### src/rtl/field_packer.sv
// field_packer: streaming packer of variable-width fields into WORD_W-bit words.
//
// Ports:
//   clk, rst_n          clock (rising edge), asynchronous active-low reset
//   in_valid/in_ready   field handshake; in_ready never depends on in_valid
//   in_data [FIELD_W]   field bits, right-aligned; bits at or above in_len are ignored
//   in_len  [LEN_W]     field width, 0 = no data, values above FIELD_W clamp to FIELD_W
//   in_last             flush the partial word after this field
//   out_valid/out_ready word handshake; out_data/out_count held while stalled
//   out_data [WORD_W]   packed word, unused bits zero
//   out_count [CNT_W]   number of valid bits in out_data (1..WORD_W)
//
// Build option: define FIELD_PACKER_MSB_FIRST_EN to pack MSB-first (first field in
// the top bits, partial words left-aligned). Default is LSB-first.
module field_packer #(
    parameter int WORD_W = 32,
    parameter int FIELD_W = 8,
    localparam int LEN_W = $clog2(FIELD_W) + 1,
    localparam int CNT_W = $clog2(WORD_W) + 1
) (
    input  logic               clk,
    input  logic               rst_n,
    input  logic               in_valid,
    output logic               in_ready,
    input  logic [FIELD_W-1:0] in_data,
    input  logic [LEN_W-1:0]   in_len,
    input  logic               in_last,
    output logic               out_valid,
    input  logic               out_ready,
    output logic [WORD_W-1:0]  out_data,
    output logic [CNT_W-1:0]   out_count
);
    localparam int FILL_W = $clog2(WORD_W);
    localparam int WIDE_W = WORD_W + FIELD_W;

    typedef enum logic {RUN, FLUSH2} state_t;

    state_t              state, state_nxt;
    logic [WORD_W-1:0]   acc, acc_nxt;
    logic [FILL_W-1:0]   fill, fill_nxt;
    logic [LEN_W-1:0]    len;
    logic [FIELD_W-1:0]  field;
    logic [FILL_W:0]     sum;
    logic [WIDE_W-1:0]   wide;
    logic [WORD_W-1:0]   word, rest;
    logic                full, free, accept, load;
    logic [WORD_W-1:0]   load_data;
    logic [CNT_W-1:0]    load_count;

    assign len    = (in_len > LEN_W'(FIELD_W)) ? LEN_W'(FIELD_W) : in_len;
    assign field  = in_data & ~({FIELD_W{1'b1}} << len);
    // fill < WORD_W and len <= FIELD_W <= WORD_W/2, so the carry bit alone flags a full word
    assign sum    = {1'b0, fill} + (FILL_W + 1)'(len);
    assign full   = sum[FILL_W];
    assign free   = !out_valid || out_ready;
    assign in_ready = (state == RUN) && free;
    assign accept = in_valid && in_ready;

    // wide holds the accumulator plus room for the overflow of one straddling field;
    // word is the (possibly completed) word, rest the carry into the next word.
`ifdef FIELD_PACKER_MSB_FIRST_EN
    logic [FIELD_W-1:0] field_left;
    assign field_left = field << (LEN_W'(FIELD_W) - len);
    assign wide = {acc, {FIELD_W{1'b0}}} | ({field_left, {WORD_W{1'b0}}} >> fill);
    assign word = wide[WIDE_W-1 -: WORD_W];
    assign rest = {wide[FIELD_W-1:0], {(WORD_W - FIELD_W){1'b0}}};
`else
    assign wide = {{FIELD_W{1'b0}}, acc} | (WIDE_W'(field) << fill);
    assign word = wide[WORD_W-1:0];
    assign rest = WORD_W'(wide[WIDE_W-1:WORD_W]);
`endif

    always_comb begin
        state_nxt  = state;
        acc_nxt    = acc;
        fill_nxt   = fill;
        load       = 1'b0;
        load_data  = word;
        load_count = CNT_W'(WORD_W);
        if (state == FLUSH2) begin
            if (free) begin
                load       = 1'b1;
                load_data  = acc;
                load_count = {1'b0, fill};
                acc_nxt    = '0;
                fill_nxt   = '0;
                state_nxt  = RUN;
            end
        end else if (accept) begin
            fill_nxt = sum[FILL_W-1:0];
            acc_nxt  = full ? rest : word;
            if (full) begin
                load = 1'b1;
                // a leftover carry after a last field needs its own word
                if (in_last && sum[FILL_W-1:0] != '0)
                    state_nxt = FLUSH2;
            end else if (in_last && sum[FILL_W-1:0] != '0) begin
                load       = 1'b1;
                load_count = {1'b0, sum[FILL_W-1:0]};
                acc_nxt    = '0;
                fill_nxt   = '0;
            end
        end
    end

    always_ff @(posedge clk or negedge rst_n) begin
        if (!rst_n) begin
            state     <= RUN;
            acc       <= '0;
            fill      <= '0;
            out_valid <= 1'b0;
            out_data  <= '0;
            out_count <= '0;
        end else begin
            state <= state_nxt;
            acc   <= acc_nxt;
            fill  <= fill_nxt;
            if (load) begin
                out_valid <= 1'b1;
                out_data  <= load_data;
                out_count <= load_count;
            end else if (out_ready) begin
                out_valid <= 1'b0;
            end
        end
    end
endmodule

### config.mk
export PLATFORM = sky130hd
export DESIGN_NAME = field_packer
export DESIGN_NICKNAME = d
export VERILOG_FILES = /design/src/rtl/field_packer.sv
export SDC_FILE = /design/constraint.sdc
export NUM_CORES = 1
export LEC_CHECK = 0
export ABC_CLOCK_PERIOD_IN_PS = 6900
export CORE_MARGIN = 4
export CORE_UTILIZATION = 35
export CTS_BUF_LIST = sky130_fd_sc_hd__clkbuf_8
export DETAILED_ROUTE_END_ITERATION = 6
export HOLD_SLACK_MARGIN = 0.08
export MAX_ROUTING_LAYER = met4
export PLACE_DENSITY = 0.59
export SYNTH_ARGS = -nofsm -noshare
export SYNTH_HDL_FRONTEND = slang
export SYNTH_SLANG_ARGS = --single-unit
### constraint.sdc
create_clock -name clk -period 6.9 [get_ports clk]
set_clock_uncertainty 0.05 [all_clocks]
set_input_delay 1.38 -clock clk [delete_from_list [all_inputs] [get_ports clk]]
set_output_delay 1.38 -clock clk [all_outputs]
set_load 0.03 [all_outputs]
# --- Word level (Yosys, flattened, before mapping) ---
# Cells that the tools add are included.
# W data, S select, Z words.
totals:
  reg_bits: 77
  inputBits: 17
  output_inout_bits: 40
  elab_cells: 54
op_classes:
  n_addsub: 1
  n_lt_le_gt_ge: 1
  n_eq_ne: 1
  shift: 2
  n_mux: 30
  bitwise: 4
  reduce_logical: 9
ops:
  columns: ["op", "n"]
  rows:
  - ["$mux W32", 8]
  - ["$or A32 B40 Y40", 1]
  - ["$shl A8 B5 Y40", 1]
  - ["$mux W6", 5]
  - ["$mux W5", 5]
  - ["$mux W1", 11]
  - ["$and A8 B8 Y8", 1]
  - ["$not A8 Y8", 1]
  - ["$shl A8 B4 Y8 const A", 1]
  - ["$add A5 B4 Y6", 1]
  - ["$reduce_bool A5 Y1", 1]
  - ["$gt A4 B4 Y1 const B", 1]
  - ["$mux W4", 1]
  - ["$reduce_bool A2 Y1", 2]
  - ["$logic_and A1 B1 Y1", 3]
  - ["$ne A2 B1 Y1 const B", 1]
  - ["$reduce_and A2 Y1", 1]
  - ["$logic_not A1 Y1", 1]
  - ["$logic_or A1 B1 Y1", 1]
  - ["$not A1 Y1", 1]

# --- Longest topological paths before layout ---
# Gate-level depths: netlist of the first run.
depth:
  word_depth: 12
  depth_mapped: 13
  ltp_nobuf: 9

# --- Least setup slack after synthesis of the first run ---
# Ideal clock, no wire load.
synth_timing:
  path_type: "in2reg"
  start: "input in_len[3]"
  end: "register out_data[14]"
  setup_ps: 127
  arrival_ps: 3894
  required_time_ps: 6723
  setup_slack_ps: 2829
  stages: 12
  n_path_buf: 3
  cell_sequence: "buf_4 -> clkbuf_1 -> nor2b_1 -> ha_1 -> ha_1 -> or2_2 -> o211ai_4 -> o2111ai_4 -> a221oi_4 -> o21ai_2 -> buf_6 -> mux2_1"
synth_between:
  elab_chain_len: 9
  word_cells_on_any_way: 16
  classes_between: "1 x add/sub; 1 x order compare; 2 x shift; 7 x mux; 3 x bitwise; 2 x reduce/logical"
synth_lines:
  columns: ["item", "line", "source"]
  rows:
  - ["from (decl)", "26", "input logic [LEN_W-1:0] in_len,"]
  - ["$gt A4 B4 Y1", "50", "assign len = (in_len > LEN_W'(FIELD_W)) ? LEN_W'(FIELD_W) : in_len;"]
  - ["$mux W4 *", "50", null]
  - ["$shl A8 B4 Y8 / $add A5 B4 Y6 (equally long branches)", "51, 53", null]
  - ["$not A8 Y8 / $reduce_bool A5 Y1 (equally long branches)", "51, 97", null]
  - ["$and A8 B8 Y8 / $logic_and A1 B1 Y1 (equally long branches)", "51, 97", null]
  - ["$shl A8 B5 Y40 / $mux W1 (equally long branches)", "68, 97", null]
  - ["$or A32 B40 Y40 / $mux W1 (equally long branches)", "68, 92", null]
  - ["$mux W32 / $mux W1 (equally long branches)", "81, 89", null]
  - ["$mux W32 / $mux W1 (equally long branches)", "80", "if (state == FLUSH2) begin"]
  - ["to (signal assigned)", "120", "out_data <= load_data;"]
  - ["to (decl)", "30", "output logic [WORD_W-1:0] out_data,"]
# Every way passes the cells marked *; elsewhere a longest branch is shown, timed or not.
# A chain may end at the register's enable or synchronous reset.

# --- Worst setup path after layout of the first run ---
layout_timing:
  start: "input in_len[3]"
  end: "register out_data[30]"
# Same word-level chain as after synthesis.

==> results of run 1 <==
## registers in the layout, summed over array words and instances (netlist names)
signal	cells
fill	5
out_data	32
acc	32
out_valid	1
state	1
out_count	6
## layout by cell type, fill, tap and decap left out, types with 5 or more instances in the layout
cell type and n:
a211oi_1 8, a21oi_1 39, a221o_1 6, a22oi_1 5, a31oi_1 11, a41oi_1 13
buf_4 5, clkbuf_8 9, clkdlybuf4s50_1 55, dfrtp_1 77, inv_1 29, mux2i_1 17
nand2_1 34, nand2b_1 7, nand3_1 8, nor2_1 48, nor2b_1 6, nor3_1 19
o21ai_0 11, o22a_1 5, o22ai_1 9
## cells by family after synthesis
| logic type | Yosys count | share of synthesized area |
|---|---|---|
| AOI/OAI and AO/OA | 163 | 0.285 |
| xor gates and xnor gates | 2 | 0.00384 |
| adders and majority gates | 5 | 0.0135 |
| buffers and inverters | 62 | 0.0601 |
| DFF | 77 | 0.423 |
| muxes | 23 | 0.0546 |
| and+or+nand+nor | 150 | 0.160 |
## final timing paths
kind / start / endpoint / slack, ps / cells past startpoint
min: acc[0] / out_data[0] / 450 / 1
max: in_len[3] / out_data[30] / 1970 / 11
max reg2reg: fill[1] / out_data[30] / 2950 / 10
max in group asynchronous: rst_n / out_data[20] / 5050 / 1
min reg2reg: acc[0] / out_data[0] / 450 / 1
min in group asynchronous: rst_n / acc[14] / 1130 / 1
## Yosys cell counts (all sizes together), types with 13 or more instances
| library cell | number |
|---|---|
| a21oi | 39 |
| a41oi | 13 |
| buf | 17 |
| clkbuf | 16 |
| dfrtp | 77 |
| inv | 29 |
| mux2i | 17 |
| nand2 | 34 |
| nor2 | 48 |
| nor3 | 23 |
| o21ai | 15 |
## where the power goes
part	total (uW)	internal (uW)	switching [uW]	leakage (uW)
registers	730	601	129	0.00101
clock network	339	165	174	0.0000920
logic	1100	431	667	0.00109
## through the flow
stage	util	hold slack (ps)
2_1_floorplan	-	409
3_3_place_gp	0.411	424
3_5_place_dp	0.411	432
4_1_cts	0.426	458
5_1_grt	0.426	471
6_report	0.426	454
## final cells by class
type                    instances  area (um2)  share of cell area
repair buffers                 60         588               0.109
multi-input cells             343        2370               0.440
inverters                      29         109              0.0202
well taps                     172         215              0.0399
clock inverters                 5        60.1              0.0111
flip-flops and latches         77        1930               0.357
clock buffers                   9         124              0.0230
## per-layer routing
metal | share of wire | GRT usage
met1 | 0.46 | 0.248
met3 | 0.048 | 0.0427
met2 | 0.47 | 0.301
met5 | 0 | -
met4 | 0.018 | 0.0518
==> run summary, run 1 <==
- final worst-path cycle share: 0.714
- number of standard-cell rows in the floorplan: 41
- relative area change from synthesis to final layout: 18.4%
- final critical-path required period: 4930 ps
- worst slack at placement: 1610 ps
- Root Buffer: clkbuf_8
- Most used DFF post-synth: dfrtp_1
- count of flip-flops with a built-in enable after synthesis: 0
- largest net degree at the start of global routing: 78
- initial core utilization: 0.360
- height of the chip: 122 um
- pins over their slew limit: 0
- crit path DAT: 5130 ps
- critical path class: in -> reg
- via total after detailed routing: 4,047
- clock insertion delay at the later pin of the skew report: 360 ps
- die outline area: 0.0149 mm2
- Top-Level Pins: 57
- antenna violations before repair: 0
- Antenna Diode Count: 0
- residual DRC count: 0
- cell with the most instances on the worst path: ha_1
- final setup slack of the worst path: 1970 ps
- aggregate global routing overflow: 0
- leading cell types by total area after synthesis: dfrtp_1 (42%), a21oi_1 (4.3%), nor2_1 (4.0%)
- worst slew pin tran: 1140 ps
- fill cell count: 1,275
- maximum fanout along the worst path: 59
- number of distinct library cell variants in the gate-level netlist after synthesis: 74
- Non-Filler Cell Area, Final: 0.00540 mm2
- final weighted congestion in routability-driven placement: 0.912
- Syn Nets: 503
- top cell family by delay on the critical path: buffers and inverters
- buffer and inverter count on the worst path: 2
- async set-or-reset flop fraction in the synthesized netlist: 1.00
- sink count of the clock tree: 77
- hold buffer count at cts: 0
- final non-filler cell total: 695
- DP HPWL: 9200 um
- PortBufs: 56
- post-layout power: 2170 uW
- clock transition at the registers of the reported paths: 90 ps
- proportion of layout cells with a drive suffix above 1: 0.0994
- CTS Buf Count: 9
- kind of path behind the tightest hold check: reg -> reg
- TritonCTS clock tree: yes
- library cell contributing the largest single delay on the critical path: clkdlybuf4s50_1
- number of cells upsized or downsized after cts: 0
- Synth Instances: 482
- Synth Warn #: 0
- type of destination of the critical path: flip-flop
- overall fraction of global-route tracks in use: 0.190
- final layout net count: 541
- static leakage: 0.00219 uW
- fmax: 0.203 GHz
- dpl cell area: 0.00521 mm2
- via density per instance: 5.82
- standard cell core area: 0.0127 mm2
- via count of the first global-routing pass: 4,062
- sum of routed wire length over all layers: 13,400 um
- routed wire length per instance: 19.3 um
- Critical Path RT: 7100 ps
- post-route setup TNS: 0 ps
- DIE WIDTH: 122 um
- Detail Route Antenna Nets: 0
- delay of the slowest cell on the worst path: 890 ps
- max capacitance violation total: 0
- number of cells after detailed placement: 681
- First-pass DRT Iterations: 6
- global-route wire length before repair: 21,700 um
- relative slew slack: 0.241
- part of the Yosys area used for sequential elements: 0.423
- final hold violations: 0
- PwrDens: 402 mW/mm2
- result of the run: finished, final reports clean
- area fraction of the dominant cell type after synthesis: 0.423
- Synth area leader: dfrtp_1
- combined area of all synthesized cells: 0.00456 mm2
- number of H-tree levels: 3
- number of flip-flops and latches in the synthesized netlist: 77
- Clock Path Buffers: 2
- maximum resistive drop on vdd: 0.191 mV
- RSZ-0062 raised after global routing: false
- worst-path cell chain: clkdlybuf4s50_1 > nor2b_1 > ha_1 > ha_1 > or2_2 > o211ai_4 > o2111ai_4 > a221oi_4 > o21ai_4 > buf_4 > mux2_1
- category of the worst setup path launch point: primary input
- mean instance size in the synthesized netlist: 9.46 um2
- buffer count from post-CTS setup fixing: 0
- iteration-0 DRC count of the detailed router: 353
- count of endpoints failing setup in the final report: 0
Power figures use the tool's default switching activity.
==> inputs of run 2 (changes only) <==
Settings changed: ABC_CLOCK_PERIOD_IN_PS 6900 to 5100.
Clock period 6.9 ns to 5.1 ns, I/O delays scaled along.
==> run 2 against run 1 <==
Cell count is 1.2% higher. Wire length increased by 1.6%. First-iteration DRC count rose by 19%. Combinational power increased by 36%. Register-to-register slack got worse by 1600 ps. Non-clock buffer count grew 6. Clock-buffer cell count did not move. Flip-flop and latch count unchanged.
==> run summary, run 2 (same netlist as run 1, synthesis figures left out) <==
- via total after detailed routing: 4,090, +1.1%
- power share of the sequential group: 0.320, -0.017
- sum of routed wire length over all layers: 13,600 um, +1.6%
- part of the power in the clock network: 0.196, +0.040
- dpl cell area: 0.00526 mm2, +0.96%
- kind of path behind the tightest hold check: reg -> reg
- final weighted congestion in routability-driven placement: 0.902, -1.1%
- count of endpoints failing setup in the final report: 0, unchanged
- initial core utilization: 0.360, unchanged
- crit path DAT: 4390 ps, -740 ps
- CTS Buf Count: 9, unchanged
- final hold violations: 0, unchanged
- number of standard-cell rows in the floorplan: 41, unchanged
- Antenna Diode Count: 0, unchanged
- static leakage: 0.00226 uW, +3.5%
- relative area change from synthesis to final layout: 21.2%
- via count of the first global-routing pass: 3,977, -2.1%
- DP HPWL: 9680 um, +5.2%
- hold buffer count at cts: 0, unchanged
- PwrDens: 561 mW/mm2, +40%
- portion of total power attributed to combinational logic: 0.484, -0.023
- clock insertion delay at the later pin of the skew report: 360 ps, about the same
- r2r setup slk: 1330 ps, -1620 ps
- worst-path cell chain: clkdlybuf4s50_1 > nor2b_2 > xnor2_1 > ha_1 > or2_2 > o211ai_4 > o2111ai_4 > a221oi_4 > o21ai_4 > buf_12 > o221a_2
- overall fraction of global-route tracks in use: 0.195, +0.00444
- sink count of the clock tree: 77, unchanged
- aggregate global routing overflow: 0, unchanged
- maximum resistive drop on vdd: 0.268 mV, +40%
- iteration-0 DRC count of the detailed router: 421, +19%
- final non-filler cell total: 703, +1.2%
- height of the chip: 122 um, unchanged
- number of cells upsized or downsized after cts: 0, unchanged
- max capacitance violation total: 0, unchanged
- DIE WIDTH: 122 um, unchanged
- antenna violations before repair: 0, unchanged
- final worst-path cycle share: 0.821
- delay of the slowest cell on the worst path: 700 ps, -190 ps
- largest registers ranked by flip-flop count: acc: 32 flops, out_data: 32 flops, out_count: 6 flops
- number of H-tree levels: 3, unchanged
- fmax: 0.239 GHz
- switching portion of total power: 0.425, -0.0227
- clock transition at the registers of the reported paths: 90 ps, about the same
- final critical-path required period: 4190 ps
- commonest cells after routing, fill and taps aside: dfrtp_1 (77), clkdlybuf4s50_1 (55), nor2_1 (48), a21oi_1 (39), nand2_1 (34)
- critical path class: in -> reg
- Detail Route Antenna Nets: 0, unchanged
- category of the worst setup path launch point: primary input
- maximum fanout along the worst path: 29, -51%
- routed wire length per instance: 19.3 um, +0.41%
- final layout net count: 547, +1.1%
- pins over their slew limit: 0, unchanged
- standard cell core area: 0.0127 mm2, unchanged
- NetSw: 1320 uW, +36%
- PortBufs: 56, unchanged
- final hold slack: 447 ps, -7.39 ps
- relative slew slack: 0.330, +0.0894
- First-pass DRT Iterations: 5, -1
- Non-Filler Cell Area, Final: 0.00552 mm2, +2.4%
- worst slew pin tran: 1000 ps, -130 ps
- RSZ-0062 raised after global routing: false
- die outline area: 0.0149 mm2, unchanged
- post-route setup TNS: 0 ps, unchanged
- internal portion of total power: 1780 uW, +49%
- global-route wire length before repair: 22,200 um, +2.6%
- library cell contributing the largest single delay on the critical path: clkdlybuf4s50_1
- proportion of layout cells with a drive suffix above 1: 0.111, +0.0117
- via density per instance: 5.82, about the same
- Top-Level Pins: 57, unchanged
- Root Buffer: clkbuf_8
- number of cells after detailed placement: 687, +0.88%
- TritonCTS clock tree: yes
- most common library cell in the layout ignoring fill and taps: dfrtp_1
- type of destination of the critical path: flip-flop
- result of the run: finished, final reports clean
- Critical Path RT: 5300 ps, -1800 ps
- Worst Reg2Reg Path Length in Cells: 10, unchanged
- residual DRC count: 0, unchanged
- Clock Path Buffers: 2, unchanged
- buffer count from post-CTS setup fixing: 0, unchanged
- largest net degree at the start of global routing: 78, unchanged
- Worst Hold Depth: 1, unchanged
[run 2: final timing paths]
| check | start | endpoint |
|---|---|---|
| min reg2reg | acc[17] | out_data[17] |
| min in group asynchronous | rst_n | out_data[29] |
| max reg2reg | fill[1] | out_data[21] |
| max | in_len[1] | out_data[21] |
| max in group asynchronous | rst_n | out_valid |
| min | acc[17] | out_data[17] |
[run 2: area by class of cell]
cell class | count | area [um2]
tap | 172 | 215
clock buffer | 9 | 124
clock inverter | 7 | 138
fill | 1251 | 7150
timing repair buffer | 66 | 646
multi-input combinational | 343 | 2360
sequential | 77 | 1930
inverter | 29 | 109
[run 2: worst max-delay path, delay by kind of cell]
kind | cells | cell delay (ps)
AOI/OAI and AO/OA | 5 | 1390
buffers and inverters | 2 | 990
and+or+nand+nor | 2 | 620
adders and majority gates | 1 | 230
xor gates and xnor gates | 1 | 90
[run 2: per-layer routing]
metal	up-vias	GRT usage	share of wire
met5	-	-	0
met4	0	0.0532	0.012
met3	15	0.0320	0.046
met2	129	0.298	0.49
met1	2036	0.269	0.46
li1	1910	-	-
[run 2: power by group through the flow]
| stage | Sequential, uW | Clock, uW | Combinational, uW |
|---|---|---|---|
| floorplan | 1190 | 0 | 769 |
| finish | 992 | 607 | 1500 |
| detailed placement | 998 | 0 | 1500 |
| global route | 1020 | 652 | 1620 |
| CTS | 991 | 623 | 1500 |
| global placement | 995 | 0 | 1480 |
[run 2: stage by stage]
| stage | setup WS [ps] | total power (uW) | utilization |
|---|---|---|---|
| 5_1_grt | 781 | 3290 | 0.436 |
| 4_1_cts | 943 | 3120 | 0.436 |
| 2_1_floorplan | 1390 | 1950 | - |
| 3_3_place_gp | 660 | 2480 | 0.415 |
| 3_5_place_dp | 534 | 2500 | 0.415 |
| 6_report | 911 | 3100 | 0.436 |
